==> config.mk <==
export PLATFORM = sky130hd
export DESIGN_NAME = mac_accumulator_flat
export DESIGN_NICKNAME = d
export VERILOG_FILES = /design/src/rtl/mac_accumulator_if.sv /design/src/rtl/mac_accumulator.sv /design/src/flat_wrapper.sv
export SDC_FILE = /design/constraint.sdc
export NUM_CORES = 1
export LEC_CHECK = 0
export ABC_AREA = 1
export BUFFER_PORTS_ARGS = -buffer_cell sky130_fd_sc_hd__buf_2
export CAP_MARGIN = 20
export CORE_MARGIN = 3
export CORE_UTILIZATION = 40
export DETAILED_ROUTE_END_ITERATION = 6
export GPL_TIMING_DRIVEN = 1
export SYNTH_ARGS = -nofsm -noshare
export SYNTH_HDL_FRONTEND = slang
export SYNTH_SLANG_ARGS = --single-unit
==> constraint.sdc <==
create_clock -name clk -period 2.27 [get_ports clk]
set_clock_uncertainty 0.05 [all_clocks]
set_input_delay 0.1135 -clock clk [delete_from_list [all_inputs] [get_ports clk]]
set_output_delay 0.1135 -clock clk [all_outputs]
set_load 0.01 [all_outputs]
==> src/rtl/mac_accumulator_if.sv <==
// Handshake bundle between the product source, the MAC accumulator and the result consumer.
interface mac_accumulator_if #(
  parameter int unsigned ACC_W = 16,
  parameter int unsigned LEN_W = 4
);
  logic             start;
  logic [LEN_W-1:0] len;
  logic [7:0]       prod;
  logic             prod_valid;
  logic             prod_ready;
  logic [ACC_W-1:0] acc_out;
  logic             res_valid;
  logic             res_ready;
  logic             ovf;
  logic             busy;

  modport master (
    output start, len, prod, prod_valid, res_ready,
    input  prod_ready, acc_out, res_valid, ovf, busy
  );

  modport slave (
    input  start, len, prod, prod_valid, res_ready,
    output prod_ready, acc_out, res_valid, ovf, busy
  );
endinterface

==> src/rtl/mac_accumulator.sv <==
// Sequential MAC back end: sums a burst of 8-bit products into an ACC_W-bit
// accumulator and hands the dot-product result out over a valid/ready handshake.
module mac_accumulator #(
  parameter int unsigned ACC_W = 16,
  parameter int unsigned LEN_W = 4
) (
  input logic             clk,
  input logic             rst_n,
  mac_accumulator_if.slave bus
);
  localparam int unsigned SUM_W = ACC_W + 1;

  localparam logic [1:0] S_IDLE  = 2'd0;
  localparam logic [1:0] S_ACCUM = 2'd1;
  localparam logic [1:0] S_DONE  = 2'd2;

  logic [1:0]       state;
  logic [1:0]       state_nxt;
  logic [ACC_W-1:0] acc;
  logic [ACC_W-1:0] acc_nxt;
  logic [LEN_W-1:0] cnt;
  logic [LEN_W-1:0] cnt_nxt;
  logic             ovf;
  logic             ovf_nxt;
  logic             prod_ready;
  logic             res_valid;
  logic             busy;
  logic [SUM_W-1:0] sum;

  // One extra bit captures the carry out of the accumulator MSB.
  assign sum = SUM_W'(acc) + SUM_W'(bus.prod);

  // Next-state and datapath update.
  always_comb begin
    state_nxt = state;
    acc_nxt   = acc;
    cnt_nxt   = cnt;
    ovf_nxt   = ovf;
    case (state)
      S_IDLE: begin
        if (bus.start) begin
          acc_nxt = '0;
          ovf_nxt = 1'b0;
          if (bus.len != '0) begin
            cnt_nxt   = bus.len;
            state_nxt = S_ACCUM;
          end else begin
            state_nxt = S_DONE;
          end
        end
      end
      S_ACCUM: begin
        if (bus.prod_valid) begin
          acc_nxt = sum[ACC_W-1:0];
          ovf_nxt = ovf | sum[ACC_W];
          cnt_nxt = cnt - LEN_W'(1);
          if (cnt == LEN_W'(1)) begin
            state_nxt = S_DONE;
          end
        end
      end
      S_DONE: begin
        if (bus.res_ready) begin
          state_nxt = S_IDLE;
        end
      end
      default: begin
        state_nxt = S_IDLE;
      end
    endcase
  end

  // Status outputs are decoded from the next state so they are flops, not gates.
  always_ff @(posedge clk or negedge rst_n) begin
    if (!rst_n) begin
      state      <= S_IDLE;
      acc        <= '0;
      cnt        <= '0;
      ovf        <= 1'b0;
      prod_ready <= 1'b0;
      res_valid  <= 1'b0;
      busy       <= 1'b0;
    end else begin
      state      <= state_nxt;
      acc        <= acc_nxt;
      cnt        <= cnt_nxt;
      ovf        <= ovf_nxt;
      prod_ready <= (state_nxt == S_ACCUM);
      res_valid  <= (state_nxt == S_DONE);
      busy       <= (state_nxt != S_IDLE);
    end
  end

  assign bus.prod_ready = prod_ready;
  assign bus.res_valid  = res_valid;
  assign bus.busy       = busy;
  assign bus.acc_out    = acc;
  assign bus.ovf        = ovf;
endmodule

==> src/flat_wrapper.sv <==
// flat-port wrapper written by rule: the top's interface ports become plain ports
module mac_accumulator_flat 
#(
  parameter int unsigned ACC_W = 16,
  parameter int unsigned LEN_W = 4
)
  (clk, rst_n, bus_start, bus_len, bus_prod, bus_prod_valid, bus_res_ready, bus_prod_ready, bus_acc_out, bus_res_valid, bus_ovf, bus_busy);
  mac_accumulator_if #(.ACC_W(ACC_W), .LEN_W(LEN_W)) bus_i ();
  input logic clk;
  input logic rst_n;
  input wire logic [$bits(bus_i.start)-1:0] bus_start;
  input wire logic [$bits(bus_i.len)-1:0] bus_len;
  input wire logic [$bits(bus_i.prod)-1:0] bus_prod;
  input wire logic [$bits(bus_i.prod_valid)-1:0] bus_prod_valid;
  input wire logic [$bits(bus_i.res_ready)-1:0] bus_res_ready;
  output wire logic [$bits(bus_i.prod_ready)-1:0] bus_prod_ready;
  output wire logic [$bits(bus_i.acc_out)-1:0] bus_acc_out;
  output wire logic [$bits(bus_i.res_valid)-1:0] bus_res_valid;
  output wire logic [$bits(bus_i.ovf)-1:0] bus_ovf;
  output wire logic [$bits(bus_i.busy)-1:0] bus_busy;
  assign bus_i.start = bus_start;
  assign bus_i.len = bus_len;
  assign bus_i.prod = bus_prod;
  assign bus_i.prod_valid = bus_prod_valid;
  assign bus_i.res_ready = bus_res_ready;
  assign bus_prod_ready = bus_i.prod_ready;
  assign bus_acc_out = bus_i.acc_out;
  assign bus_res_valid = bus_i.res_valid;
  assign bus_ovf = bus_i.ovf;
  assign bus_busy = bus_i.busy;
  mac_accumulator #(.ACC_W(ACC_W), .LEN_W(LEN_W)) u_core (.clk(clk), .rst_n(rst_n), .bus(bus_i));
endmodule
After elaboration in Yosys (flattened, before gate mapping)
Cells that the tools add are included.
Widths: inputs -> output; s select.
{ "totals": {"ff_bits": 26, "inputBits": 17, "out_inout_bits": 20, "word_cells": 40} }
{ "classes": {"addsub": 2, "n_eq_ne": 8, "muxes": 16, "n_bitwise": 1, "n_reduce_logical": 6} }
{ "op_table": {"columns": ["op", "n"], "rows": [
  ["$mux 16", 2],
  ["$pmux 16 s2", 1],
  ["$add 16x8->17", 1],
  ["$mux 4", 3],
  ["$mux 2", 5],
  ["$pmux 4 s2", 1],
  ["$pmux 2 s3", 1],
  ["$eq 2x1->1 const B", 2],
  ["$eq 2x2->1 const B", 2],
  ["$eq 4x1->1 const B", 1],
  ["$ne 2x2->1 const B", 2],
  ["$reduce_and 4->1", 1],
  ["$reduce_bool 2->1", 2],
  ["$reduce_bool 4->1", 1],
  ["$sub 4x1->4 const B", 1],
  ["$reduce_and 3->1", 1],
  ["$logic_not 2->1", 1],
  ["$mux 1", 2],
  ["$ne 2x1->1 const B", 1],
  ["$pmux 1 s2", 1],
  ["$or 1x1->1", 1]
]} }

Depth between registers and ports, before layout
{ "logic_depth": {"word_depth": 5, "mapped_depth": 12, "depth_no_buf": 12} }

Worst setup path after synthesis
No wires, ideal clock.
{ "synth_timing": {"path_kind": "reg2reg", "start": "reg u_core.acc[0], in the netlist u_core.bus.acc_out[0]", "end": "reg u_core.acc[12], in the netlist u_core.bus.acc_out[12]", "setup_ns": 0.117, "arrival_ns": 1.581, "required_time_ns": 2.103, "setup_slack_ns": 0.523, "stages_incl_launch_ff": 12, "path_buffers": 0, "period_less_slack_ns": 1.747, "path_cell_list": "dfrtp_1 > ha_1 > inv_1 > fa_1 > inv_1 > nand2_1 > nand3_1 > nand3_1 > nand2_1 > nand3_2 > nor2_1 > nor2_1"} }
{ "synth_via": {"elab_chain_cells": 3} }
{ "synth_rtl": {"columns": ["item", "line_no", "source"], "rows": [
  ["start, declared", "mac_accumulator.sv:19", "logic [ACC_W-1:0] acc;"],
  ["start signal, assigned", "mac_accumulator.sv:85", "acc <= acc_nxt;"],
  ["$add 16x8->17", "mac_accumulator.sv:31", "assign sum = SUM_W'(acc) + SUM_W'(bus.prod);"],
  ["$mux 16", "mac_accumulator.sv:53", "if (bus.prod_valid) begin"],
  ["$pmux 16 s2", "mac_accumulator.sv:39", "case (state)"]
]} }
Every way passes these cells. The select of a mux whose other input is x is not followed.
A chain may end at the register's enable or synchronous reset.

Final worst setup path
{ "layout_timing": {"start": "reg u_core.acc[0], in the netlist u_core.bus.acc_out[0]", "end": "reg u_core.acc[8], in the netlist u_core.bus.acc_out[8]"} }
The elaborated chain is that of the path after synthesis.

==> flow_summary.ini <==
[run_status]
outcome = finished, final reports clean

[final_layout]
area_growth_pct = 17.2
num_antenna_cells = 0
finish.utilization_pct = 50.6
fin_nets = 321
final_area_sq_mm = 0.00210
drive_gt1_share_pct = 18.2

[sta]
worst_pin_slew_ns = 0.617
setup_viol = 0
fin_crit_sh_pct = 82.6
rsz0062_at_grt = false
period_needed_ns = 1.87
fin_tns_setup_ns = 0
hold_viol = 0
slew_viol_final = 0
worst_hold_slack_ns = 0.0553
timing.fmax_ghz = 0.533
slew-limit-headroom_pct = 58.9

[die]
num_io_pins = 37
dieHeight_um = 72.9
initial_utilization_pct = 43.1
core_sq_mm = 0.00414
dieArea_sq_mm = 0.00531
die_w_um = 72.9
rows = 23

[worst_setup_path]
critPathKind = reg -> reg
r2r_cells = 11
cp_slowest_cell = dfrtp_1
required_ns = 2.40
cp_data_arrival_time_ns = 2.00
crit_path_max_incr_delay_ns = 0.38
critPathLaunchType = flip-flop
crit_family = simple AND/OR/NAND/NOR gates
crit_path_end_kind = flip-flop
path_cells = ha_1, inv_1, fa_1, inv_1, nand2_1, nand3_1, nand3_1, nand2_1, nand2_1, nor2_1, nor2_1
cp_common_cell = nand2_1
path_max_fanout = 3
cp.buffers_inverters = 2
crit_cells = 11

[placement]
io_buffers = 36
place_area_sq_mm = 0.00201
dp_hpwl_mm = 3.16
gp_congestion = 0.892

[synth]
syn-mean-instance-area_sq_um = 7.07
synthMuxAreaShare_pct = 0
synth.top_cell.area_share_pct = 36.4
netlist_area_sq_mm = 0.00179
synth-adder-area-share_pct = 8.12
ys_ff_latch = 26
ys_warn_count = 0
synth-simple-area-share_pct = 35.5
synth-main-ff-cell = dfrtp_1
synth-edff-count = 0
synth.area.top_cells = dfrtp_1 36%, nand2_1 17%, ha_1 7.0%
synth-seq-area-share_pct = 36.4
synth_xor_area_share_pct = 2.45
netlist.top_cell.by_area = dfrtp_1
synth_compound_area_share_pct = 8.61
synth_cell_types = 29
synth-async-reset-ratio_pct = 100
syn_inst = 253
syn_nets = 281
synth_top_family_by_area = simple AND/OR/NAND/NOR gates

[routing]
wire_per_inst_um = 12.1
final_antenna_net_count = 0
avgViaCountPerCell = 4.98
wl_mm = 4.12
drt_iter0_markers = 75
routed-via-count = 1703
drc = 0
drt_first_pass_iters = 4

[run]
maxCapViolations = 0

[power_and_ir_drop]
p_sw_mw = 1.03
p_leak_nw = 1.21
vdd_drop_max_mv = 0.711
switching_share_pct = 45.1
powerDensity_mw_per_mm2 = 1090
power.share.combinational_pct = 52.0
power_frac_seq_pct = 30.7
pwr-share-clk_pct = 17.2
p_int_mw = 1.25

[clocking]
clockBufferDepth = 2
cts_tree = done
post_cts_resized = 0
clock-root-buffer = clkbuf_8
postCtsSetupBuffers = 0
htreeDepth = 1
clock_latency_ns = 0.27
clock_sink_count = 26
cts_inserted_buffers = 3
ctsHoldBuffers = 1
clk_pin_slew_worst_paths_ns = 0.10

[global_routing]
antenna_found_initial = 0
grt_use_total_pct = 17.3
grt_pass1_vias = 1684
overflow = 0
grt_pass1_wl_mm = 7.33
grt_max_degree = 27

[min_path]
hold-path-cell-count = 2
hp-class = in -> reg
state kept, by name, summed over array words and instances (netlist names):
name	count
u_core.bus.acc_out	16
u_core.bus.busy	1
u_core.bus.ovf	1
u_core.bus.prod_ready	1
u_core.bus.res_valid	1
u_core.cnt	4
u_core.state	2
through the flow:
stage | worst slack [ns] | instances | power, mW
floorplan | 0.523 | 253 | 1.59
global placement | 0.487 | 337 | 1.89
detailed placement | 0.402 | 337 | 1.89
CTS | 0.382 | 342 | 2.30
global route | 0.146 | 342 | 2.51
finish | 0.395 | 342 | 2.28
worst paths after layout:
path	from	endpoint	slack, ns
worst max-delay path	u_core.bus.acc_out[0]	u_core.bus.acc_out[8]	0.40
worst max register to register	u_core.bus.acc_out[0]	u_core.bus.acc_out[8]	0.40
worst min-delay path	bus_res_ready	u_core.bus.res_valid	0.06
min in group asynchronous	rst_n	u_core.bus.acc_out[5]	0.32
max in group asynchronous	rst_n	u_core.bus.res_valid	1.44
worst min register to register	u_core.bus.acc_out[7]	u_core.bus.acc_out[7]	0.47
final cells by class:
cell class / instances / area (sq um)
fillers: 431 / 2050
multi-input cells: 188 / 978
flip-flops and latches: 26 / 651
repair buffers: 38 / 198
inverters: 36 / 135
well taps: 50 / 62.6
clock buffers: 3 / 41.3
clock inverters: 1 / 30.0
synth_stat cells, types with 2 or more instances:
master / instances
o21ai_1: 7
nor2_1: 25
inv_1: 32
nand2_1: 82
nand4_1: 3
o31ai_1: 4
ha_1: 10
a21oi_1: 9
inv_2: 4
xor2_1: 5
o221ai_1: 2
dfrtp_1: 26
nand2_2: 3
nand3_1: 25
nor2_2: 2
cells by family after synthesis:
kind of cell               Yosys count
and+or+nand+nor                    146
DFF                                 26
adders and majority gates           11
xor gates and xnor gates             5
buffers and inverters               39
AOI/OAI and AO/OA                   26
worst reg2reg max path: cells and delay by family, from the launching register on:
| kind | cells | cell delay [ns] |
|---|---|---|
| buffers and inverters | 2 | 0.16 |
| and+or+nand+nor | 7 | 0.63 |
| DFF | 1 | 0.38 |
| adders and majority gates | 2 | 0.56 |
per-layer routing:
layer | vias to the layer above | track usage, % | wire length [um]
met5 | - | 0 | 0
met1 | 770 | 21.2 | 1900
met3 | 4 | 4.27 | 240
met2 | 41 | 30.9 | 1930
met4 | 0 | 3.28 | 47
li1 | 888 | - | -
power groups by stage:
stage	Combinational [mW]	Clock [mW]	Sequential, mW
detailed placement	1.18	0	0.708
floorplan	0.854	0	0.738
CTS	1.20	0.405	0.700
global route	1.37	0.425	0.718
global placement	1.18	0	0.705
finish	1.18	0.392	0.699
layout by cell type, fill, tap and decap left out, types with 3 or more instances in the layout:
cell,Yosys,layout
nand3_1,25,25
clkbuf_8,0,3
a21oi_1,9,9
o21ai_1,7,7
xor2_1,5,5
ha_1,10,10
inv_1,32,32
nand4_1,3,3
inv_2,4,4
o31ai_1,4,4
nand2_1,82,82
buf_2,1,36
nand2_2,3,3
nor2_1,25,25
dfrtp_1,26,26
No activity file was read; power rests on OpenSTA's default activity.
